**config.mk**
```make
export PLATFORM = sky130hd
export DESIGN_NAME = instr_encoder_loader
export DESIGN_NICKNAME = d
export VERILOG_FILES = /design/src/rtl/instr_encoder_loader.sv
export SDC_FILE = /design/constraint.sdc
export NUM_CORES = 1
export LEC_CHECK = 0
export ABC_CLOCK_PERIOD_IN_PS = 1550
export BUFFER_PORTS_ARGS = -buffer_cell sky130_fd_sc_hd__buf_2
export CORE_UTILIZATION = 47
export CTS_CLUSTER_DIAMETER = 40
export DETAILED_ROUTE_END_ITERATION = 7
export PLACE_DENSITY_LB_ADDON = 0.15
export RECOVER_POWER = 25
export SYNTH_ARGS = -nofsm -noshare
export SYNTH_HDL_FRONTEND = slang
export SYNTH_SLANG_ARGS = --single-unit
```
**constraint.sdc**
```tcl
create_clock -name clk -period 1.55 [get_ports clk]
set_input_delay 0.3875 -clock clk [delete_from_list [all_inputs] [get_ports clk]]
set_output_delay 0.3875 -clock clk [all_outputs]
set_load 0.02 [all_outputs]
```
**src/rtl/instr_encoder_loader.sv**
```systemverilog
// ---------------------------------------------------------------------------
// instr_encoder_loader
//
// Program loader placed in front of the instruction memory. It accepts
// symbolic instruction fields over a valid/ready stream, encodes each bundle
// into a 9-bit machine word for the 4-bit-opcode control decoder, and writes
// the words to consecutive instruction-memory addresses starting at 0.
// When the program is complete, load_done is raised to release the core.
//
// Optional feature macro: ENC_FIELD_CHECK_EN
//   defined   : reserved opcode 1110, I-type imm > 7 and R-type imm != 0 are
//               rejected (no write, err[0] set).
//   undefined : no checks; 1110 encodes like NOP and I-type immediates are
//               truncated to 3 bits. err[0] never sets.
//
// Ports
//   clk, reset          : single clock, synchronous active-high reset
//   start               : one-cycle pulse, (re)starts a load at address 0
//   in_valid / in_ready : field bundle stream
//   in_op/rd/rs/imm     : symbolic instruction fields
//   in_last             : bundle is the final instruction of the program
//   im_we/addr/wdata    : instruction-memory write port (registered)
//   load_done           : high while the FSM is in DONE
//   err                 : sticky, bit0 = illegal field, bit1 = overflow
//   word_count          : words written in the current load
//   fsm_state           : current FSM state (0 IDLE, 1 LOAD, 2 DONE)
//
// Handshake: a bundle transfers on a rising edge where in_valid and in_ready
// are both high. in_ready is registered and does not depend on in_valid; the
// source must hold the bundle stable until it transfers.
// ---------------------------------------------------------------------------
module instr_encoder_loader #(
    parameter int IW = 9,
    parameter int AW = 10
) (
    input  logic          clk,
    input  logic          reset,
    input  logic          start,
    input  logic          in_valid,
    output logic          in_ready,
    input  logic [3:0]    in_op,
    input  logic [1:0]    in_rd,
    input  logic [1:0]    in_rs,
    input  logic [4:0]    in_imm,
    input  logic          in_last,
    output logic          im_we,
    output logic [AW-1:0] im_addr,
    output logic [IW-1:0] im_wdata,
    output logic          load_done,
    output logic [1:0]    err,
    output logic [AW:0]   word_count,
    output logic [1:0]    fsm_state
);

    typedef enum logic [1:0] {
        S_IDLE = 2'd0,
        S_LOAD = 2'd1,
        S_DONE = 2'd2
    } state_t;

    state_t        state;
    logic [AW-1:0] addr;      // next address to write
    logic [IW-1:0] enc;
    logic          illegal;
    logic          hs;

    assign fsm_state = state;
    assign hs        = in_valid & in_ready;

    // Field encoder. The word layout is fixed at 9 bits.
    always_comb begin
        enc      = '0;
        enc[8:5] = in_op;
        illegal  = 1'b0;
        case (in_op)
            // R-type: ADD MOV OR XOR AND CMP
            4'h0, 4'h3, 4'h4, 4'h5, 4'h6, 4'hD: begin
                enc[4:3] = in_rd;
                enc[2:1] = in_rs;
`ifdef ENC_FIELD_CHECK_EN
                illegal  = (in_imm != 5'd0);
`endif
            end
            // I-type: SLL SLR ADDi MOVi SW LW
            4'h1, 4'h2, 4'h7, 4'hA, 4'hB, 4'hC: begin
                enc[4:3] = in_rd;
                enc[2:0] = in_imm[2:0];
`ifdef ENC_FIELD_CHECK_EN
                illegal  = (in_imm[4:3] != 2'b00);
`endif
            end
            // B-type: BNE BEQ
            4'h8, 4'h9: begin
                enc[4:0] = in_imm;
            end
            // Reserved opcode; without checks it encodes like NOP
            4'hE: begin
`ifdef ENC_FIELD_CHECK_EN
                illegal = 1'b1;
`endif
            end
            // NOP: operand field stays zero
            default: begin
            end
        endcase
    end

    always_ff @(posedge clk) begin
        if (reset) begin
            state      <= S_IDLE;
            addr       <= '0;
            in_ready   <= 1'b0;
            im_we      <= 1'b0;
            im_addr    <= '0;
            im_wdata   <= '0;
            load_done  <= 1'b0;
            err        <= 2'b00;
            word_count <= '0;
        end else begin
            im_we <= 1'b0;
            if (start) begin
                // Restart from any state; a coincident bundle is discarded.
                // in_ready stays low for one cycle after start.
                state      <= S_LOAD;
                addr       <= '0;
                in_ready   <= 1'b0;
                load_done  <= 1'b0;
                err        <= 2'b00;
                word_count <= '0;
            end else begin
                case (state)
                    S_IDLE: begin
                        in_ready <= 1'b0;
                    end
                    S_LOAD: begin
                        in_ready <= 1'b1;
                        if (hs) begin
                            if (illegal) begin
                                err[0] <= 1'b1;
                                if (in_last) begin
                                    state     <= S_DONE;
                                    in_ready  <= 1'b0;
                                    load_done <= 1'b1;
                                end
                            end else begin
                                im_we      <= 1'b1;
                                im_addr    <= addr;
                                im_wdata   <= enc;
                                word_count <= word_count + (AW+1)'(1);
                                if (in_last) begin
                                    state     <= S_DONE;
                                    in_ready  <= 1'b0;
                                    load_done <= 1'b1;
                                end else if (addr == '1) begin
                                    // Last address used without in_last:
                                    // terminate rather than wrap.
                                    err[1]    <= 1'b1;
                                    state     <= S_DONE;
                                    in_ready  <= 1'b0;
                                    load_done <= 1'b1;
                                end else begin
                                    addr <= addr + AW'(1);
                                end
                            end
                        end
                    end
                    S_DONE: begin
                        in_ready  <= 1'b0;
                        load_done <= 1'b1;
                    end
                    default: begin
                        state    <= S_IDLE;
                        in_ready <= 1'b0;
                    end
                endcase
            end
        end
    end

endmodule
```
==> results.yml <==
synth:
  synthCells: 245
  yosysTopAreaCell: "dfxtp_1"
  synth_top_area_share: 0.450
  synth_top_cells_by_count: "46 x dfxtp_1, 43 x nand2_1, 31 x a21oi_1"
  synth.distinct_cells: 49
  synth_nets: 265
  syn_area_sq_um: 2050
  ys_seq_elements: 46
  synth_top_cells_by_area: "dfxtp_1 45%, nand2_1 7.9%, a21oi_1 7.6%"
  seq_area_frac_synth: 0.450
  syn_area_per_cell_sq_um: 8.35
  yosysMostFrequentCell: "dfxtp_1"
  ys.flop_type: "dfxtp_1"
  synth-edff-count: 0
  synth_async_sr_flop_share: 0
  synth-warning-count: 0
min_path:
  hp-class: "input port to flop"
timing:
  period_minus_slack_ns: 1.53
  slew_viol_final: 0
  skew_ns: 0.00541
  min_period_over_period: 0.990
  fmax_mhz: 652
  setup_viol: 0
  finalHoldViolations: 0
  finalSetupTns_ns: 0
  rsz0062_at_grt: "true"
placement:
  detailed_place_hpwl_microns: 3490
  placed_cell_area_sq_um: 2580
  buffer_ports.inserted: 53
  dp_cells: 370
  gp_congestion: 0.856
setup_path:
  slowest_stage: "or3_4"
  cp_max_fo: 4
  timing.critical_path.to_type: "flop"
  path_cells: "nand4b_1 -> or3_4 -> o311ai_4 -> o41ai_2"
  worstPathRequired_ns: 1.72
  worstSetupPathType: "flop to flop"
  cpPeakStageDelay_ns: 0.43
  cp-start-kind: "flop"
  critPathArrivalTime_ns: 1.70
detailed_routing:
  dr.pass1.iters: 4
  vias: 2040
  first_iter_violations: 63
  avgRoutedWirePerCell_microns: 12.8
  drt-total-wl_microns: 4850
  postRouteAntennaNets: 0
  vias_per_cell: 5.38
  route.detailed.drc: 0
clock_tree:
  cts_buffers: 5
  clockBufferDepth: 2
  clk_latency_ns: 0.29
  cts_tree: "done"
  cts_htree_levels: 2
  cts.clk_slew.worst_paths_ns: 0.08
  cts.sinks: 46
  cts_hold_buf: 0
  root_buffer: "clkbuf_8"
floorplan:
  core_sq_um: 4090
  die-area_sq_um: 4620
  dieWidth_microns: 68.0
  fp-row-count: 23
  ioPinCount: 55
  initial_core_util: 0.501
  die_y_microns: 68.0
global_route:
  track_usage: 0.218
  gr-total-overflow: 0
  grt_pass1_wl_microns: 7620
  antenna_found_initial: 0
  first_global_vias: 1748
  grt_max_degree: 23
flow_run:
  cap_violations: 0
final_layout:
  syn2layout_area_growth_pct: 36.7
  stdcell_count: 379
  fillers: 355
  utilization: 0.685
  fin_nets: 349
  drive_gt1_frac: 0.383
  fin_area_sq_um: 2800
  n_antenna_cell: 0
power:
  p_per_area_nw_per_um2: 720
  ir_drop_v: 0.000540
  leakagePower_nw: 1.17
status:
  status: "finished, final reports clean"
[stage by stage]
stage,worst slack [ns],power [mW],hold WS (ns)
after detailed placement,-0.100,1.36,0.447
after global routing,-0.0478,2.10,0.309
after CTS,0.00527,2.03,0.312
after floorplan,0.000646,1.29,0.458
after global placement,-0.0248,1.36,0.439
final,0.0151,2.01,0.318
[power breakdown]
group	total (mW)	switching (mW)	internal (mW)
clock network	0.679	0.368	0.311
registers	1.19	0.00399	1.19
logic	0.146	0.0808	0.0652
total	2.01	0.453	1.56
[cell families (layout without fill, tap and decap cells)]
family,after synthesis,count (layout),synth area share
xor+xnor,7,7,0.0300
mux,2,2,0.00978
compound gates,61,61,0.188
buf+inv,18,102,0.0446
fa+ha+maj,2,2,0.0122
simple gates,108,108,0.263
flops,46,46,0.450
other cells,1,1,0.00183
[cells in the final DEF, fill, tap and decap left out, drive strengths merged, types with 3 or more instances in the layout]
cell type,count
nor3,4
xnor2,6
nand2,44
a21oi,31
buf,91
and2,3
nand4,4
or4,4
nand3,8
inv,4
or3,5
dfxtp,46
o21ai,6
clkbuf,7
nor2,21
o31ai,4
[flip-flops by register name, indices dropped and copies added (netlist names)]
name / count
err: 1
im_addr: 10
word_count: 11
load_done: 1
im_we: 1
addr: 10
in_ready: 1
im_wdata: 9
fsm_state: 2
[cell type report]
cell class,instances,area (sq um),share of cell area
Inverter,4,15.0,0.00537
Tap cell,50,62.6,0.0224
Multi-Input combinational cell,181,1130,0.405
Clock buffer,7,76.3,0.0273
Timing Repair Buffer,91,578,0.207
Sequential cell,46,932,0.333
[per-layer routing]
metal	vias up	track usage	wire, microns
met4	0	0.0859	50
li1	1037	-	-
met1	951	0.293	2430
met2	48	0.341	2160
met3	4	0.0433	219
met5	-	0	0
[timing repair]
item | CTS | global route
pin swaps | 1 | 6
endpoints found under the setup margin | 1 | 27
setup buffers | 0 | 2
gates resized for setup | 2 | 30
[worst max-delay path, delay by kind of cell (launching register included)]
| family | cells | cell delay (ns) |
|---|---|---|
| flops | 1 | 0.33 |
| simple gates | 2 | 0.73 |
| compound gates | 2 | 0.35 |
[path summary, 6_finish.rpt]
check / cells after the start / slack, ns / endpoint / startpoint
worst max register to register: 4 / 0.02 / addr[8] / fsm_state[1]
worst min-delay path: 2 / 0.32 / im_wdata[1] / in_imm[1]
worst min register to register: 2 / 0.45 / im_wdata[7] / im_wdata[7]
worst max-delay path: 4 / 0.02 / addr[8] / fsm_state[1]
(Power assumes the default switching activity.)
